### config.mk
export PLATFORM = sky130hd
export DESIGN_NAME = sys_cmd_ctrl_flat
export DESIGN_NICKNAME = d
export VERILOG_FILES = /design/src/rtl/sys_cmd_ctrl_pkg.sv /design/src/rtl/sys_cmd_ctrl_if.sv /design/src/rtl/sys_cmd_ctrl.sv /design/src/flat_wrapper.sv
export SDC_FILE = /design/constraint.sdc
export NUM_CORES = 1
export LEC_CHECK = 0
export ABC_AREA = 1
export CORE_MARGIN = 2
export CORE_UTILIZATION = 30
export CTS_BUF_LIST = sky130_fd_sc_hd__clkbuf_4
export CTS_CLUSTER_DIAMETER = 120
export DETAILED_ROUTE_END_ITERATION = 10
export MAX_ROUTING_LAYER = met4
export PLACE_DENSITY = 0.61
export RECOVER_POWER = 50
export SKIP_LAST_GASP = 1
export SLEW_MARGIN = 10
export SYNTH_ARGS = -nofsm -noshare
export SYNTH_HDL_FRONTEND = slang
export SYNTH_SLANG_ARGS = --single-unit
### constraint.sdc
create_clock -name CLK -period 1.19 [get_ports CLK]
set_input_delay 0.119 -clock CLK [delete_from_list [all_inputs] [get_ports CLK]]
set_output_delay 0.119 -clock CLK [all_outputs]
set_load 0.1 [all_outputs]
### src/rtl/sys_cmd_ctrl_pkg.sv
// Shared types and constants for the command-decoding controller.
// Holds the widths, command codes, FSM state encoding and the ALU operand addresses.
// No logic lives here; every consumer imports it with a wildcard import.
package sys_cmd_ctrl_pkg;

  // Default widths of the controller data path
  localparam int CC_DATA_W    = 8;
  localparam int CC_ADDR_BITS = 3;
  localparam int CC_FUN_W     = 4;

  // First byte of each command frame
  localparam logic [7:0] CMD_RF_WR   = 8'hAA;
  localparam logic [7:0] CMD_RF_RD   = 8'hBB;
  localparam logic [7:0] CMD_ALU_OP  = 8'hCC;
  localparam logic [7:0] CMD_ALU_NOP = 8'hDD;

  // Register-file entries that hold the ALU operands
  localparam logic [CC_ADDR_BITS:0] OPA_ADDR = (CC_ADDR_BITS + 1)'(0);
  localparam logic [CC_ADDR_BITS:0] OPB_ADDR = (CC_ADDR_BITS + 1)'(1);

  // Command FSM states
  typedef enum logic [3:0] {
    ST_IDLE,
    ST_WR_ADDR,
    ST_WR_DATA,
    ST_RD_ADDR,
    ST_RD_WAIT,
    ST_ALU_OPA,
    ST_ALU_OPB,
    ST_ALU_FUN,
    ST_ALU_WAIT,
    ST_TX_LSB,
    ST_TX_MSB,
    ST_TX_RD
  } state_e;

endpackage

### src/rtl/sys_cmd_ctrl_if.sv
// Bundle of the controller's RX, register-file, ALU and TX FIFO signals.
// master = the controller, slave = the surrounding RX/RF/ALU/TX blocks.
// Pure wiring; no storage and no added latency.
interface sys_cmd_ctrl_if
  import sys_cmd_ctrl_pkg::*;
#(
  parameter int DATA_WIDTH = CC_DATA_W,
  parameter int ADDR_BITS  = CC_ADDR_BITS,
  parameter int ALU_FUN_W  = CC_FUN_W
);

  // UART RX side
  logic [DATA_WIDTH-1:0]   RX_P_DATA;
  logic                    RX_D_VLD;
  // Register file side
  logic                    RF_WR_EN;
  logic                    RF_RD_EN;
  logic [ADDR_BITS:0]      RF_ADDR;
  logic [DATA_WIDTH-1:0]   RF_WR_DATA;
  logic [DATA_WIDTH-1:0]   RF_RD_DATA;
  logic                    RF_RD_VLD;
  // ALU side
  logic                    ALU_EN;
  logic [ALU_FUN_W-1:0]    ALU_FUN;
  logic                    CLK_GATE_EN;
  logic [2*DATA_WIDTH-1:0] ALU_OUT;
  logic                    ALU_OUT_VLD;
  // TX FIFO side
  logic                    TX_FIFO_FULL;
  logic [DATA_WIDTH-1:0]   TX_P_DATA;
  logic                    TX_D_VLD;

  modport master (
    input  RX_P_DATA, RX_D_VLD,
    output RF_WR_EN, RF_RD_EN, RF_ADDR, RF_WR_DATA,
    input  RF_RD_DATA, RF_RD_VLD,
    output ALU_EN, ALU_FUN, CLK_GATE_EN,
    input  ALU_OUT, ALU_OUT_VLD,
    input  TX_FIFO_FULL,
    output TX_P_DATA, TX_D_VLD
  );

  modport slave (
    output RX_P_DATA, RX_D_VLD,
    input  RF_WR_EN, RF_RD_EN, RF_ADDR, RF_WR_DATA,
    output RF_RD_DATA, RF_RD_VLD,
    input  ALU_EN, ALU_FUN, CLK_GATE_EN,
    output ALU_OUT, ALU_OUT_VLD,
    output TX_FIFO_FULL,
    input  TX_P_DATA, TX_D_VLD
  );

endinterface

### src/rtl/sys_cmd_ctrl.sv
// Decodes framed RX byte commands into RF write/read strobes and ALU starts; returns bytes to TX.
// Latency: strobes register one cycle after the accepted byte; TX byte one cycle after data is ready.
// Backpressure: TX states hold (TX_D_VLD=0) while TX_FIFO_FULL; RX bytes in wait/TX states are dropped.
module sys_cmd_ctrl
  import sys_cmd_ctrl_pkg::*;
#(
  parameter int DATA_WIDTH = CC_DATA_W,
  parameter int ADDR_BITS  = CC_ADDR_BITS,
  parameter int ALU_FUN_W  = CC_FUN_W
) (
  input  logic            CLK,
  input  logic            RST,
  sys_cmd_ctrl_if.master  bus
);

  state_e                  state_q, state_d;
  logic                    rf_wr_en_q, rf_wr_en_d;
  logic                    rf_rd_en_q, rf_rd_en_d;
  logic [ADDR_BITS:0]      rf_addr_q, rf_addr_d;
  logic [DATA_WIDTH-1:0]   rf_wr_data_q, rf_wr_data_d;
  logic                    alu_en_q, alu_en_d;
  logic [ALU_FUN_W-1:0]    alu_fun_q, alu_fun_d;
  logic                    clk_gate_en_q, clk_gate_en_d;
  logic [DATA_WIDTH-1:0]   tx_p_data_q, tx_p_data_d;
  logic                    tx_d_vld_q, tx_d_vld_d;
  // Byte(s) waiting to go to TX: RF read data in the low byte, or the full ALU result
  logic [2*DATA_WIDTH-1:0] res_q, res_d;

  logic rx_vld;
  logic tx_ok;
  assign rx_vld = bus.RX_D_VLD;
  assign tx_ok  = !bus.TX_FIFO_FULL;

  // State register; reset aborts any partially received frame
  always_ff @(posedge CLK or negedge RST) begin
    if (!RST) state_q <= ST_IDLE;
    else      state_q <= state_d;
  end

  // Next-state: frame parsing, wait-for-valid states and TX byte sequencing
  always_comb begin
    state_d = state_q;
    case (state_q)
      ST_IDLE: begin
        if (rx_vld) begin
          case (bus.RX_P_DATA)
            CMD_RF_WR:   state_d = ST_WR_ADDR;
            CMD_RF_RD:   state_d = ST_RD_ADDR;
            CMD_ALU_OP:  state_d = ST_ALU_OPA;
            CMD_ALU_NOP: state_d = ST_ALU_FUN;
            default:     state_d = ST_IDLE;
          endcase
        end
      end
      ST_WR_ADDR:  if (rx_vld) state_d = ST_WR_DATA;
      ST_WR_DATA:  if (rx_vld) state_d = ST_IDLE;
      ST_RD_ADDR:  if (rx_vld) state_d = ST_RD_WAIT;
      ST_RD_WAIT:  if (bus.RF_RD_VLD) state_d = ST_TX_RD;
      ST_TX_RD:    if (tx_ok) state_d = ST_IDLE;
      ST_ALU_OPA:  if (rx_vld) state_d = ST_ALU_OPB;
      ST_ALU_OPB:  if (rx_vld) state_d = ST_ALU_FUN;
      ST_ALU_FUN:  if (rx_vld) state_d = ST_ALU_WAIT;
      ST_ALU_WAIT: if (bus.ALU_OUT_VLD) state_d = ST_TX_LSB;
      ST_TX_LSB:   if (tx_ok) state_d = ST_TX_MSB;
      ST_TX_MSB:   if (tx_ok) state_d = ST_IDLE;
      default:     state_d = ST_IDLE;
    endcase
  end

  // Output next-values: strobes default low, address/data/function/result hold
  always_comb begin
    rf_wr_en_d    = 1'b0;
    rf_rd_en_d    = 1'b0;
    alu_en_d      = 1'b0;
    tx_d_vld_d    = 1'b0;
    rf_addr_d     = rf_addr_q;
    rf_wr_data_d  = rf_wr_data_q;
    alu_fun_d     = alu_fun_q;
    clk_gate_en_d = clk_gate_en_q;
    tx_p_data_d   = tx_p_data_q;
    res_d         = res_q;
    case (state_q)
      ST_WR_ADDR: begin
        if (rx_vld) rf_addr_d = bus.RX_P_DATA[ADDR_BITS:0];
      end
      ST_WR_DATA: begin
        if (rx_vld) begin
          rf_wr_data_d = bus.RX_P_DATA;
          rf_wr_en_d   = 1'b1;
        end
      end
      ST_RD_ADDR: begin
        if (rx_vld) begin
          rf_addr_d  = bus.RX_P_DATA[ADDR_BITS:0];
          rf_rd_en_d = 1'b1;
        end
      end
      ST_RD_WAIT: begin
        if (bus.RF_RD_VLD) res_d = {{DATA_WIDTH{1'b0}}, bus.RF_RD_DATA};
      end
      ST_TX_RD: begin
        if (tx_ok) begin
          tx_p_data_d = res_q[DATA_WIDTH-1:0];
          tx_d_vld_d  = 1'b1;
        end
      end
      ST_ALU_OPA: begin
        if (rx_vld) begin
          rf_addr_d    = OPA_ADDR;
          rf_wr_data_d = bus.RX_P_DATA;
          rf_wr_en_d   = 1'b1;
        end
      end
      ST_ALU_OPB: begin
        if (rx_vld) begin
          rf_addr_d    = OPB_ADDR;
          rf_wr_data_d = bus.RX_P_DATA;
          rf_wr_en_d   = 1'b1;
        end
      end
      ST_ALU_FUN: begin
        if (rx_vld) begin
          alu_fun_d     = bus.RX_P_DATA[ALU_FUN_W-1:0];
          alu_en_d      = 1'b1;
          clk_gate_en_d = 1'b1;
        end
      end
      ST_ALU_WAIT: begin
        // Result captured; the ALU clock is no longer needed from the next cycle
        if (bus.ALU_OUT_VLD) begin
          res_d         = bus.ALU_OUT;
          clk_gate_en_d = 1'b0;
        end
      end
      ST_TX_LSB: begin
        if (tx_ok) begin
          tx_p_data_d = res_q[DATA_WIDTH-1:0];
          tx_d_vld_d  = 1'b1;
        end
      end
      ST_TX_MSB: begin
        if (tx_ok) begin
          tx_p_data_d = res_q[2*DATA_WIDTH-1:DATA_WIDTH];
          tx_d_vld_d  = 1'b1;
        end
      end
      default: ;
    endcase
  end

  // Output and data registers; every output resets to zero
  always_ff @(posedge CLK or negedge RST) begin
    if (!RST) begin
      rf_wr_en_q    <= 1'b0;
      rf_rd_en_q    <= 1'b0;
      rf_addr_q     <= '0;
      rf_wr_data_q  <= '0;
      alu_en_q      <= 1'b0;
      alu_fun_q     <= '0;
      clk_gate_en_q <= 1'b0;
      tx_p_data_q   <= '0;
      tx_d_vld_q    <= 1'b0;
      res_q         <= '0;
    end else begin
      rf_wr_en_q    <= rf_wr_en_d;
      rf_rd_en_q    <= rf_rd_en_d;
      rf_addr_q     <= rf_addr_d;
      rf_wr_data_q  <= rf_wr_data_d;
      alu_en_q      <= alu_en_d;
      alu_fun_q     <= alu_fun_d;
      clk_gate_en_q <= clk_gate_en_d;
      tx_p_data_q   <= tx_p_data_d;
      tx_d_vld_q    <= tx_d_vld_d;
      res_q         <= res_d;
    end
  end

  assign bus.RF_WR_EN    = rf_wr_en_q;
  assign bus.RF_RD_EN    = rf_rd_en_q;
  assign bus.RF_ADDR     = rf_addr_q;
  assign bus.RF_WR_DATA  = rf_wr_data_q;
  assign bus.ALU_EN      = alu_en_q;
  assign bus.ALU_FUN     = alu_fun_q;
  assign bus.CLK_GATE_EN = clk_gate_en_q;
  assign bus.TX_P_DATA   = tx_p_data_q;
  assign bus.TX_D_VLD    = tx_d_vld_q;

endmodule

### src/flat_wrapper.sv
// flat-port wrapper written by rule: the top's interface ports become plain ports
module sys_cmd_ctrl_flat import sys_cmd_ctrl_pkg::*;
#(
  parameter int DATA_WIDTH = CC_DATA_W,
  parameter int ADDR_BITS  = CC_ADDR_BITS,
  parameter int ALU_FUN_W  = CC_FUN_W
)
  (CLK, RST, bus_RX_P_DATA, bus_RX_D_VLD, bus_RF_WR_EN, bus_RF_RD_EN, bus_RF_ADDR, bus_RF_WR_DATA, bus_RF_RD_DATA, bus_RF_RD_VLD, bus_ALU_EN, bus_ALU_FUN, bus_CLK_GATE_EN, bus_ALU_OUT, bus_ALU_OUT_VLD, bus_TX_FIFO_FULL, bus_TX_P_DATA, bus_TX_D_VLD);
  sys_cmd_ctrl_if #(.DATA_WIDTH(DATA_WIDTH), .ADDR_BITS(ADDR_BITS), .ALU_FUN_W(ALU_FUN_W)) bus_i ();
  input  logic CLK;
  input  logic RST;
  input wire logic [$bits(bus_i.RX_P_DATA)-1:0] bus_RX_P_DATA;
  input wire logic [$bits(bus_i.RX_D_VLD)-1:0] bus_RX_D_VLD;
  output wire logic [$bits(bus_i.RF_WR_EN)-1:0] bus_RF_WR_EN;
  output wire logic [$bits(bus_i.RF_RD_EN)-1:0] bus_RF_RD_EN;
  output wire logic [$bits(bus_i.RF_ADDR)-1:0] bus_RF_ADDR;
  output wire logic [$bits(bus_i.RF_WR_DATA)-1:0] bus_RF_WR_DATA;
  input wire logic [$bits(bus_i.RF_RD_DATA)-1:0] bus_RF_RD_DATA;
  input wire logic [$bits(bus_i.RF_RD_VLD)-1:0] bus_RF_RD_VLD;
  output wire logic [$bits(bus_i.ALU_EN)-1:0] bus_ALU_EN;
  output wire logic [$bits(bus_i.ALU_FUN)-1:0] bus_ALU_FUN;
  output wire logic [$bits(bus_i.CLK_GATE_EN)-1:0] bus_CLK_GATE_EN;
  input wire logic [$bits(bus_i.ALU_OUT)-1:0] bus_ALU_OUT;
  input wire logic [$bits(bus_i.ALU_OUT_VLD)-1:0] bus_ALU_OUT_VLD;
  input wire logic [$bits(bus_i.TX_FIFO_FULL)-1:0] bus_TX_FIFO_FULL;
  output wire logic [$bits(bus_i.TX_P_DATA)-1:0] bus_TX_P_DATA;
  output wire logic [$bits(bus_i.TX_D_VLD)-1:0] bus_TX_D_VLD;
  assign bus_i.RX_P_DATA = bus_RX_P_DATA;
  assign bus_i.RX_D_VLD = bus_RX_D_VLD;
  assign bus_RF_WR_EN = bus_i.RF_WR_EN;
  assign bus_RF_RD_EN = bus_i.RF_RD_EN;
  assign bus_RF_ADDR = bus_i.RF_ADDR;
  assign bus_RF_WR_DATA = bus_i.RF_WR_DATA;
  assign bus_i.RF_RD_DATA = bus_RF_RD_DATA;
  assign bus_i.RF_RD_VLD = bus_RF_RD_VLD;
  assign bus_ALU_EN = bus_i.ALU_EN;
  assign bus_ALU_FUN = bus_i.ALU_FUN;
  assign bus_CLK_GATE_EN = bus_i.CLK_GATE_EN;
  assign bus_i.ALU_OUT = bus_ALU_OUT;
  assign bus_i.ALU_OUT_VLD = bus_ALU_OUT_VLD;
  assign bus_i.TX_FIFO_FULL = bus_TX_FIFO_FULL;
  assign bus_TX_P_DATA = bus_i.TX_P_DATA;
  assign bus_TX_D_VLD = bus_i.TX_D_VLD;
  sys_cmd_ctrl #(.DATA_WIDTH(DATA_WIDTH), .ADDR_BITS(ADDR_BITS), .ALU_FUN_W(ALU_FUN_W)) u_core (.CLK(CLK), .RST(RST), .bus(bus_i));
endmodule
-- Word-level counts from Yosys, hierarchy flattened
Index checks and enable logic that the tools add are counted.
- flip-flop bits (word level): 49
- word-level logic and storage cells: 88
- input bits: 38
- muxes and demuxes: 31
- equal/unequal tests: 29
- reduce and logical (&&, ||, !) cells: 17
- operators with widths (cell ; count):
    4-bit two-way mux ; 13
    4-bit case mux with 11 select lines ; 1
    8-bit equality test, second input constant ; 4
    16-bit two-way mux ; 2
    16-bit case mux with 2 select lines ; 1
    2-bit inequality test, second input constant ; 13
    4-bit by 3-bit equality test with 1-bit output, second input constant ; 4
    4-bit equality test, second input constant ; 4
    8-bit two-way mux ; 2
    8-bit case mux with 2 select lines ; 1
    3-bit case mux with 4 select lines ; 1
    4-bit case mux with 3 select lines ; 1
    11-bit AND reduction ; 1
    3-bit AND reduction ; 3
    4-bit by 2-bit equality test with 1-bit output, second input constant ; 2
    1-bit two-way mux ; 8
    2-bit nonzero test ; 3
    2-bit OR reduction ; 3
    3-bit OR reduction ; 2
    4-bit by 1-bit equality test with 1-bit output, second input constant ; 1
    4-bit zero test ; 1
    2-bit AND reduction ; 2
    4-bit AND reduction ; 1
    3-bit nonzero test ; 1
    other kinds (2) ; 2

-- Logic depth before layout (Yosys ltp)
- depth in word-level cells: 4
- mapped depth: 9
- mapped depth without buffers: 9

-- Worst setup path before layout
OpenSTA, ideal clock, no wires.
- kind: reg2reg
- start point: register u_core.state_q[2]
- end point: register u_core.res_q[10]
- arrival: 1.181 ns
- clock period less this slack: 1.297 ns
- path slack: -0.107 ns
- stages on the path, launching flop included: 8
- setup time: 0.116 ns
- cells stage by stage: dfrtp_1 -> inv_2 -> nand2_4 -> a21oi_4 -> nand3_4 -> buf_8 -> nand2_1 -> nand2_1
- word-level cells in the longest chain between the ends: 3
- elaborated cells on any way between the ends: 7
- those cells by class: eq/ne: 4; mux: 1; reduce/logical: 2
- ends and longest elaborated chain (what ; line ; RTL):
    from (decl) ; sys_cmd_ctrl.sv:16 ; state_e state_q, state_d;
    from (signal assigned) ; sys_cmd_ctrl.sv:37 ; else state_q <= state_d;
    4-bit by 3-bit equality test with 1-bit output or 4-bit equality test (tied branches) ; sys_cmd_ctrl.sv:82 ; case (state_q)
    2-bit inequality test (no source line) or 2-bit nonzero test (tied branches) ; - ;
    3-bit AND reduction (no source line) ; - ;
    to (signal assigned) ; sys_cmd_ctrl.sv:174 ; res_q <= res_d;
    to (decl) ; sys_cmd_ctrl.sv:27 ; logic [2*DATA_WIDTH-1:0] res_q, res_d;
Several ways; a longest one is shown, not always the timed one.
A chain may end at the register's enable or synchronous reset.

-- Worst setup path after layout
- start point: register u_core.state_q[3]
- end point: register u_core.res_q[1]
Same word-level chain as after synthesis.

==> impl_metrics.json <==
{
  "status": "complete, but fails checks",
  "violations": "setup timing",
  "clk_pin_slew_ns": 0.15,
  "path_common_cell": "nand2_2",
  "path_cells": "inv_4 -> nand2_8 -> a21oi_4 -> nand3_4 -> buf_6 -> nand2_2 -> nand2_2",
  "worst_slew_pin_slew_ns": 0.651,
  "nets": 456,
  "fmax_mhz": 722,
  "met2WireLength_um": 3430,
  "hold_violations": 0,
  "synth_area_leaders": "dfrtp_1 (51%), nand2_1 (20%), o21ai_0 (5.8%)",
  "worst_setup_path_end_kind": "register",
  "maxCapViolCount": 0,
  "core_mm2": 0.00773,
  "cp.arrival_ns": 1.66,
  "rows": 32,
  "total_power_mw": 9.10,
  "placement.cell_area_mm2": 0.00376,
  "post-route-period-util_pct": 116,
  "path_delay_family": "flip-flops",
  "die-area_mm2": 0.00872,
  "antennaDiodeCount": 0,
  "ys.flop_type": "dfrtp_1",
  "drt_iter0_markers": 114,
  "crit_type": "reg -> reg",
  "postRouteAntennaNets": 0,
  "path_max_fanout": 6,
  "grt_setup_unrepaired": "true",
  "finClkSkew_ns": 0.0112,
  "first_pass_iters": 4,
  "viasPerCell": 4.57,
  "overflow": 0,
  "netlist.area_leader.share_pct": 51.2,
  "grt_antenna_before_repair": 0,
  "wire_per_inst_um": 12.8,
  "grt_usage_pct": 16.0,
  "grt_pass1_wl_um": 10800,
  "async_flop_share_pct": 100,
  "yosys_register_bits": 49,
  "gp_congestion": 0.827,
  "whs_ns": 0.267,
  "drt-met1-wl_um": 2920,
  "grt_max_degree": 50,
  "clock_sinks": 49,
  "synth_edf_count": 0,
  "wl_um": 6650,
  "netlist_instances": 303,
  "yosysWarnings": 0,
  "routed-wl-met3_um": 266,
  "netlist_area_mm2": 0.00240,
  "fin_area_mm2": 0.00421,
  "pre_cts_ws_ns": -0.199,
  "yosysTopAreaCell": "dfrtp_1",
  "num_vias": 2382,
  "ys_seq_area_share_pct": 51.2,
  "clk_latency_ns": 0.37,
  "htree_levels": 2,
  "setup_violations": 46,
  "worstHoldPathType": "in -> reg",
  "die-height_um": 93.4,
  "max_slew_margin_pct": 56.6,
  "io_buffers": 66,
  "syn-num-nets": 341,
  "pin_count": 67,
  "setup_ws_ns": -0.194,
  "layout_min_cycle_time_ns": 1.38,
  "tritoncts": "yes",
  "drv_slew": 0,
  "synth.most_common_cell": "nand2_1",
  "leakagePower_nw": 2.09,
  "drc_errors": 0,
  "avgSynthCellArea_um2": 7.91,
  "fp.dieW_um": 93.4,
  "path_buf_inv": 2,
  "synth_common_cells": "nand2_1 (128), dfrtp_1 (49), o21ai_0 (28), nor2_1 (24), inv_1 (19)",
  "ir_worst_vdd_mv": 1.25,
  "power_density_mw_per_mm2": 2160,
  "area_growth_pct": 75.8,
  "slowest_delay_ns": 0.51,
  "drive_above_1_share_pct": 40.1,
  "dp_hpwl_um": 4780,
  "worst-endpoint-required_ns": 1.47,
  "topRoutingLayerUsed": "met4",
  "start_util_pct": 31.0,
  "cts_root_buf": "clkbuf_4",
  "slowest_stage": "dfrtp_2",
  "cts_buffer_depth": 2,
  "cts_buffers": 5,
  "synth_cell_types": 23,
  "startpoint_type": "register",
  "grt_pass1_vias": 2320
}
## flip-flops by register name, summed over array words and instances (netlist names)
signal,count
u_core.bus.CLK_GATE_EN,1
u_core.bus.ALU_EN,1
u_core.bus.RF_RD_EN,1
u_core.bus.TX_D_VLD,1
u_core.res_q,16
u_core.bus.RF_ADDR,4
u_core.bus.RF_WR_EN,1
u_core.state_q,4
u_core.bus.TX_P_DATA,8
u_core.bus.RF_WR_DATA,8
u_core.bus.ALU_FUN,4
## cell type report
type,count,area [um2]
multi-input cells,227,1310
fillers,672,3520
clock buffers,6,45.0
well taps,102,128
repair buffers,110,1360
inverters,25,114
clock inverters,2,11.3
flip-flops and latches,49,1240
## cells by family (layout without fill, tap and decap cells)
group,Yosys count,after routing,synth area share (%)
simple gates,180,182,33.5
flops,49,49,51.2
compound gates,45,45,9.87
buf+inv,29,143,5.43
## layer usage
layer	global-route usage, %	vias up
li1	-	1193
met1	20.9	1124
met2	26.0	63
met3	2.74	2
met4	4.04	0
met5	-	-
## tightest hold or removal path: stages
cell	delay (ns)
clkdlybuf4s50_1	0.40
nand2_1	0.07
nand2_1	0.04
## worst paths after layout
check,start,endpoint,slack [ns],cells after the start
max,u_core.state_q[3]$_DFFE_PN0P_,u_core.res_q[1]$_DFFE_PN0P_,-0.19,7
min,bus_ALU_OUT[9],u_core.res_q[9]$_DFFE_PN0P_,0.27,3
max reg2reg,u_core.state_q[3]$_DFFE_PN0P_,u_core.res_q[1]$_DFFE_PN0P_,-0.19,7
min reg2reg,u_core.res_q[13]$_DFFE_PN0P_,u_core.res_q[13]$_DFFE_PN0P_,0.51,2
max in group asynchronous,RST,u_core.bus.CLK_GATE_EN$_DFFE_PN0P_,0.31,3
min in group asynchronous,RST,u_core.bus.RF_ADDR[0]$_DFFE_PN0P_,0.39,3
## layout by cell type (no fill, tap or decap), types with 15 or more instances in the layout
cell             count
nand2_2             23
nand2_1            101
buf_6               18
o21ai_1             29
clkdlybuf4s50_1     36
buf_4               23
inv_1               15
dfrtp_1             37
buf_12              30
nor2_1              15
## per-stage QoR
step                      TNS (ns)  utilization, %  instances
after floorplan              -1.95               -        303
final                        -6.76            54.5        521
after global placement       -5.43            48.6        503
after global routing         -9.76            54.5        521
after detailed placement     -5.78            48.6        503
after CTS                    -5.08            51.4        518
## power by group
group | switching [mW] | internal, mW
combinational | 3.45 | 2.06
clock | 0.534 | 0.249
sequential | 0.582 | 2.23
total | 4.57 | 4.54
## repair_timing
item                       4_1_cts  5_1_grt
gates cloned                     2        1
hold buffers                     1        0
setup endpoints to repair       46       48
hold endpoints to repair        49        0
pin swaps                        8       30
buffers inserted                 4        4
gates resized for setup         42       65
(Power assumes the default switching activity.)
